<file path="config.mk">
export PLATFORM = sky130hd
export DESIGN_NAME = spi_regfile_slave
export DESIGN_NICKNAME = d
export VERILOG_FILES = /design/src/rtl/spi_regfile_slave.sv
export SDC_FILE = /design/constraint.sdc
export NUM_CORES = 2
export LEC_CHECK = 0
export ABC_CLOCK_PERIOD_IN_PS = 40300
export BUFFER_PORTS_ARGS = -buffer_cell sky130_fd_sc_hd__buf_2
export CAP_MARGIN = 20
export CORE_MARGIN = 2
export CORE_UTILIZATION = 50
export CTS_CLUSTER_DIAMETER = 100
export DETAILED_ROUTE_END_ITERATION = 6
export PLACE_DENSITY = 0.68
export SETUP_SLACK_MARGIN = 0.15
export SYNTH_ARGS = -nofsm -noshare
export SYNTH_HDL_FRONTEND = slang
export SYNTH_SLANG_ARGS = --single-unit
</file>
<file path="constraint.sdc">
create_clock -name CLK -period 40.3 [get_ports CLK]
set_input_delay 2.015 -clock CLK [delete_from_list [all_inputs] [get_ports CLK]]
set_output_delay 2.015 -clock CLK [all_outputs]
set_load 0.03 [all_outputs]
</file>
<file path="src/rtl/spi_regfile_slave.sv">
// SPI slave register file: command word {R/W, address} then burst data words,
// with all four SPI modes and SCLK/CS/MOSI oversampled on the system clock.
//
// state | meaning
// IDLE  | CS high or frame ended; MISO held at 0, waiting for a CS falling edge
// CMD   | shifting in the R/W bit and address, MSB first
// DATA  | shifting data words; address auto-increments at every word boundary
module spi_regfile_slave #(
    parameter int ADDR_WIDTH = 7,
    parameter int DATA_WIDTH = 8,
    parameter int DEPTH      = 128,
    parameter int MODE       = 0
) (
    input  logic                  CLK,
    input  logic                  RST,
    input  logic                  SCLK,
    input  logic                  CS,
    input  logic                  MOSI,
    output logic                  MISO,
    output logic                  MISO_OE,
    output logic                  WR_STB,
    output logic [ADDR_WIDTH-1:0] WR_ADDR,
    output logic [DATA_WIDTH-1:0] WR_DATA,
    input  logic [ADDR_WIDTH-1:0] RD_ADDR,
    output logic [DATA_WIDTH-1:0] RD_DATA
);

    localparam logic [1:0] MODE_L = 2'(MODE);
    localparam logic CPOL = MODE_L[1];
    localparam logic CPHA = MODE_L[0];
    localparam int CNT_MAX = (ADDR_WIDTH > DATA_WIDTH - 1) ? ADDR_WIDTH : DATA_WIDTH - 1;
    localparam int CW = $clog2(CNT_MAX + 1);
    localparam logic [ADDR_WIDTH:0]   DEPTH_L   = (ADDR_WIDTH + 1)'(DEPTH);
    localparam logic [ADDR_WIDTH-1:0] LAST_ADDR = ADDR_WIDTH'(DEPTH - 1);

    typedef enum logic [1:0] {
        IDLE = 2'd0,
        CMD  = 2'd1,
        DATA = 2'd2
    } state_t;

    state_t state_q, state_d;

    logic [2:0] sclk_sync_q, cs_sync_q, mosi_sync_q;

    logic [CW-1:0]         cnt_q, cnt_d;
    logic [ADDR_WIDTH-1:0] cmd_q, cmd_d;
    logic [DATA_WIDTH-2:0] rx_q, rx_d;
    logic [DATA_WIDTH-1:0] tx_q, tx_d;
    logic                  miso_q, miso_d;
    logic                  skip_q, skip_d;
    logic                  rw_q, rw_d;
    logic [ADDR_WIDTH-1:0] addr_q, addr_d;
    logic                  oe_q;
    logic                  wr_stb_q, wr_stb_d;
    logic [ADDR_WIDTH-1:0] wr_addr_q, wr_addr_d;
    logic [DATA_WIDTH-1:0] wr_data_q, wr_data_d;

    logic [DATA_WIDTH-1:0] mem_q [DEPTH];

    logic                  sclk_rise, sclk_fall, lead_edge, trail_edge;
    logic                  sample_edge, shift_edge;
    logic                  cs_fall, cs_rise, mosi_s;
    logic [DATA_WIDTH-1:0] word;
    logic [ADDR_WIDTH:0]   cmd_next;
    logic [ADDR_WIDTH-1:0] addr_next, load_addr;
    logic                  load;
    logic [DATA_WIDTH-1:0] load_val;

    function automatic logic in_range(input logic [ADDR_WIDTH-1:0] a);
        return {1'b0, a} < DEPTH_L;
    endfunction

    // Bit 1 is the synchronised level, bit 2 the history used for edge detection.
    always_ff @(posedge CLK or posedge RST) begin
        if (RST) begin
            sclk_sync_q <= {3{CPOL}};
            cs_sync_q   <= 3'b111;
            mosi_sync_q <= 3'b000;
        end else begin
            sclk_sync_q <= {sclk_sync_q[1:0], SCLK};
            cs_sync_q   <= {cs_sync_q[1:0], CS};
            mosi_sync_q <= {mosi_sync_q[1:0], MOSI};
        end
    end

    assign sclk_rise   = sclk_sync_q[1] & ~sclk_sync_q[2];
    assign sclk_fall   = ~sclk_sync_q[1] & sclk_sync_q[2];
    assign lead_edge   = CPOL ? sclk_fall : sclk_rise;
    assign trail_edge  = CPOL ? sclk_rise : sclk_fall;
    assign sample_edge = CPHA ? trail_edge : lead_edge;
    assign shift_edge  = CPHA ? lead_edge : trail_edge;
    assign cs_fall     = ~cs_sync_q[1] & cs_sync_q[2];
    assign cs_rise     = cs_sync_q[1] & ~cs_sync_q[2];
    assign mosi_s      = mosi_sync_q[2];

    always_comb begin
        state_d   = state_q;
        cnt_d     = cnt_q;
        cmd_d     = cmd_q;
        rx_d      = rx_q;
        tx_d      = tx_q;
        miso_d    = miso_q;
        skip_d    = skip_q;
        rw_d      = rw_q;
        addr_d    = addr_q;
        wr_stb_d  = 1'b0;
        wr_addr_d = wr_addr_q;
        wr_data_d = wr_data_q;
        load      = 1'b0;
        load_addr = addr_q;
        word      = {rx_q, mosi_s};
        cmd_next  = {cmd_q, mosi_s};
        addr_next = (addr_q == LAST_ADDR) ? '0 : addr_q + 1'b1;

        case (state_q)
            IDLE: begin
                if (cs_fall) begin
                    state_d = CMD;
                    cnt_d   = CW'(ADDR_WIDTH);
                    cmd_d   = '0;
                    rx_d    = '0;
                    tx_d    = '0;
                    miso_d  = 1'b0;
                    skip_d  = 1'b0;
                end
            end
            CMD: begin
                if (sample_edge) begin
                    cmd_d = cmd_next[ADDR_WIDTH-1:0];
                    if (cnt_q == '0) begin
                        rw_d      = cmd_next[ADDR_WIDTH];
                        addr_d    = cmd_next[ADDR_WIDTH-1:0];
                        cnt_d     = CW'(DATA_WIDTH - 1);
                        state_d   = DATA;
                        load      = cmd_next[ADDR_WIDTH];
                        load_addr = cmd_next[ADDR_WIDTH-1:0];
                    end else begin
                        cnt_d = cnt_q - 1'b1;
                    end
                end
            end
            DATA: begin
                if (sample_edge) begin
                    rx_d = word[DATA_WIDTH-2:0];
                    if (cnt_q == '0) begin
                        if (!rw_q && in_range(addr_q)) begin
                            wr_stb_d  = 1'b1;
                            wr_addr_d = addr_q;
                            wr_data_d = word;
                        end
                        addr_d    = addr_next;
                        cnt_d     = CW'(DATA_WIDTH - 1);
                        load      = rw_q;
                        load_addr = addr_next;
                    end else begin
                        cnt_d = cnt_q - 1'b1;
                    end
                end
            end
            default: state_d = IDLE;
        endcase

        load_val = in_range(load_addr) ? mem_q[load_addr] : '0;

        // CPHA=0 drives the MSB at load time, so the shift edge that closes the
        // load bit must not advance the word.
        if (load) begin
            if (CPHA) begin
                tx_d   = load_val;
                skip_d = 1'b0;
            end else begin
                tx_d   = load_val << 1;
                miso_d = load_val[DATA_WIDTH-1];
                skip_d = 1'b1;
            end
        end else if (shift_edge && state_q != IDLE) begin
            if (skip_q) begin
                skip_d = 1'b0;
            end else begin
                miso_d = tx_q[DATA_WIDTH-1];
                tx_d   = tx_q << 1;
            end
        end

        // Evaluated after the sample edge so a final bit coinciding with CS rising still commits.
        if (state_q != IDLE && cs_rise) begin
            state_d = IDLE;
            miso_d  = 1'b0;
            skip_d  = 1'b0;
        end
    end

    always_ff @(posedge CLK or posedge RST) begin
        if (RST) begin
            state_q   <= IDLE;
            cnt_q     <= '0;
            cmd_q     <= '0;
            rx_q      <= '0;
            tx_q      <= '0;
            miso_q    <= 1'b0;
            skip_q    <= 1'b0;
            rw_q      <= 1'b0;
            addr_q    <= '0;
            oe_q      <= 1'b0;
            wr_stb_q  <= 1'b0;
            wr_addr_q <= '0;
            wr_data_q <= '0;
        end else begin
            state_q   <= state_d;
            cnt_q     <= cnt_d;
            cmd_q     <= cmd_d;
            rx_q      <= rx_d;
            tx_q      <= tx_d;
            miso_q    <= miso_d;
            skip_q    <= skip_d;
            rw_q      <= rw_d;
            addr_q    <= addr_d;
            oe_q      <= ~cs_sync_q[1];
            wr_stb_q  <= wr_stb_d;
            wr_addr_q <= wr_addr_d;
            wr_data_q <= wr_data_d;
        end
    end

    // The array updates one CLK after the strobe so RD_DATA shows the old value during WR_STB.
    always_ff @(posedge CLK or posedge RST) begin
        if (RST) begin
            for (int i = 0; i < DEPTH; i++) begin
                mem_q[i] <= '0;
            end
        end else if (wr_stb_q) begin
            mem_q[wr_addr_q] <= wr_data_q;
        end
    end

    assign MISO    = miso_q;
    assign MISO_OE = oe_q;
    assign WR_STB  = wr_stb_q;
    assign WR_ADDR = wr_addr_q;
    assign WR_DATA = wr_data_q;
    assign RD_DATA = in_range(RD_ADDR) ? mem_q[RD_ADDR] : '0;

endmodule

</file>
==> run_results.csv <==
group,metric,value,unit
outcome,status,"finished, final reports clean",
place,place_congestion,0.923,
synth,synth_flop_cell,"dfrtp_1",
place,portBuffers,37,
clock_tree,cts-buffers-inserted,114,
clock_tree,cts.sinks,1087,
floorplanning,die_w,348,um
place,dp_hpwl,124000,um
synth,syn_nets,4817,
power,powerDensity,35.7,nW/um2
floorplanning,dieHeight,348,um
clock_tree,htree_levels,3,
power,leakagePower,29.2,nW
setup_path,crit_type,"in2out",
synth,ys_types,74,
synth,ys_async_sr_fraction,1.00,
clock_tree,cts_buffer_depth,3,
route,postRouteWirelength,199000,um
clock_tree,post_cts_resized,0,
setup_path,crit_buf_inv,4,
clock_tree,cts_root_buffer,"clkbuf_16",
route,viasPerCell,6.95,
sta,fmax,117,MHz
finish,fin_nets,4680,
synth,synth.cell_area,59100,um2
finish,fin_area,64500,um2
sta,hold_viol_final,0,
power,power,2.30,mW
flow_run,maxCapViolCount,0,
power,vdd_ir_drop_max,35.1,uV
route,num_vias,43800,
synth,yosys-top-cells-count,"1,084 x dfrtp_1, 1,040 x mux2_2, 747 x nand2_1",
setup_path,crit_path_start_kind,"input pin",
route,route.detailed.drc,0,
synth,synth.most_common_cell,"dfrtp_1",
synth,syn_inst,4798,
floorplanning,start_util,0.503,
synth,syn_area_per_cell,12.3,um2
floorplanning,core,118000,um2
grt,antenna_found_initial,18,
synth,yosys.area.top_type_share,0.459,
place,place_area,60400,um2
setup_path,critPathMaxFanout,70,
setup_path,crit_arrival,6500,ps
finish,drive_gt1_frac,0.378,
sta,timing.final.crit_share,0.211,
clock_tree,cts_hold_buf,0,
sta,rsz0062_at_grt,"false",
sta,slew_viol_final,0,
sta,setup_viol,0,
grt,grt_start_max_net_pins,170,
sta,worst_pin_slew,1300,ps
floorplanning,dieArea,121000,um2
sta,period_minus_slack,8510,ps
grt,grt_use_total,0.327,
setup_path,crit_required,38280,ps
setup_path,path_common_cell,"mux4_2",
hold_path,hp-class,"reg2reg",
synth,synth_edf_count,0,
setup_path,crit_slowest_cell,"buf_4",
synth,synth_seq_cells,1087,
grt,grt_overflow,0,
clock_tree,post_cts_buffers,0,
clock_tree,cts_tree,"done",
grt,first_global_vias,42400,
clock_tree,path_clk_slew,60,ps
synth,yosysWarnings,0,
route,wire_per_inst,31.6,um
setup_path,crit_family,"buffers and inverters",
route,drt_iter0_drc,5760,
synth,synth_top_cell_by_area,"dfrtp_1",
clock_tree,insertion_delay,720,ps
sta,relSlewSlack,0.125,
floorplanning,io_pins,38,
synth,synth.area.top_cells,"dfrtp_1 46%, mux2_2 20%, mux4_2 13%, nand2_1 4.7%, nand3_1 2.4%",
sta,skew,26.5,ps
setup_path,cp_cell_sequence,"buf_8 > buf_4 > buf_4 > mux4_2 > mux4_2 > mux4_2 > mux2_2 > buf_2",
grt,grt_first_pass_wirelength,293000,um
setup_path,max_stage_delay,830,ps
setup_path,end_kind,"primary output",
floorplanning,rows,126,
route,antenna_left,0,
sta,hold_slack,351,ps
setup_path,reg2reg_slack,33810,ps
route,dr.pass1.iters,7,
sta,tns,0,ps
finish,syn_to_final_growth,9.04,%
synth,synth.yosys.seq_area_share,0.460,
place,place_ws,31750,ps
sta,fin_ws,31790,ps
[where the power goes]
| group | internal (mW) | switching, mW | total (mW) |
|---|---|---|---|
| registers | 1.10 | 0.00377 | 1.10 |
| logic | 0.0311 | 0.0780 | 0.109 |
| clock network | 0.640 | 0.456 | 1.10 |
[worst register-to-register path: cells and delay by family (launching register included)]
family,cells,cell delay [ps]
adders and majority gates,1,480
AOI/OAI and AO/OA,2,620
buffers and inverters,3,860
DFF,1,390
and+or+nand+nor,7,3970
[routing by layer]
metal	wire [um]	global-route usage
met3	23900	0.0946
met2	86600	0.477
met1	75200	0.438
met4	13100	0.189
met5	117	0
[sequential cells by signal, indices dropped and copies added (netlist names)]
signal	flops
skip_q	1
cnt_q	3
MISO	1
WR_DATA	8
WR_STB	1
tx_q	8
cs_sync_q	3
sclk_sync_q	3
rw_q	1
cmd_q	7
MISO_OE	1
WR_ADDR	7
state_q	2
rx_q	7
mem_q	1024
mosi_sync_q	3
addr_q	7
[kinds of logic (layout without fill, tap and decap cells)]
logic type	Yosys count	after routing	synth area share
AND/OR/NAND/NOR	1329	1329	0.0990
multiplexers	1518	1518	0.354
flip-flops	1087	1087	0.460
AO/OA/AOI/OAI	422	422	0.0509
other	0	8	0
adder cells (fa/ha/maj)	7	7	0.00148
buffers and inverters	435	390	0.0348
[final timing paths]
kind,start,endpoint,cells past startpoint
max,RD_ADDR[0],RD_DATA[2],8
min,mosi_sync_q[0]$_DFF_PP0_,mosi_sync_q[1]$_DFF_PP0_,0
max reg2reg,state_q[0]$_DFFE_PP0P_,tx_q[6]$_DFF_PP0_,13
min reg2reg,mosi_sync_q[0]$_DFF_PP0_,mosi_sync_q[1]$_DFF_PP0_,0
max in group asynchronous,RST,mem_q[733]$_DFFE_PP0P_,8
min in group asynchronous,RST,mem_q[281]$_DFFE_PP0P_,2
[stage by stage]
step           cells  utilization
2_1_floorplan   4798            -
3_3_place_gp    6059        0.513
3_5_place_dp    6069        0.514
4_1_cts         6277        0.547
5_1_grt         6289        0.548
6_report        6297        0.548
[layout by cell type (no fill, tap or decap), types with 7 or more instances in the layout]
master     count
dfrtp_1     1076
mux2_2      1040
nand2_1      747
mux4_2       354
nand3_1      278
mux2i_1      124
clkbuf_16    116
a211oi_1     109
buf_4        103
nor2_1        87
and3_1        76
a31oi_1       61
a21oi_1       54
o21ai_0       39
nor3_1        36
clkbuf_8      35
buf_2         33
nand4_1       32
a311oi_1      27
clkinv_2      23
clkbuf_1      17
nor4_1        15
a2111oi_0     14
o22ai_1       14
buf_6         14
inv_1         13
o211ai_1      13
a32oi_1       13
nand2b_1      11
o221ai_1      10
diode_2        8
dfrtp_4        8
bufinv_16      8
o31ai_1        7
ha_1           7
[final cells by class]
class                   count  area [um2]
fillers                  9729       53100
multi-input cells        3276       30000
flip-flops and latches   1087       27200
clock buffers             168        3450
well taps                1536        1920
repair buffers            162        1330
clock inverters            40         435
inverters                  20         105
diodes                      8        20.0
Note: power is estimated with default switching activity, not from simulation.
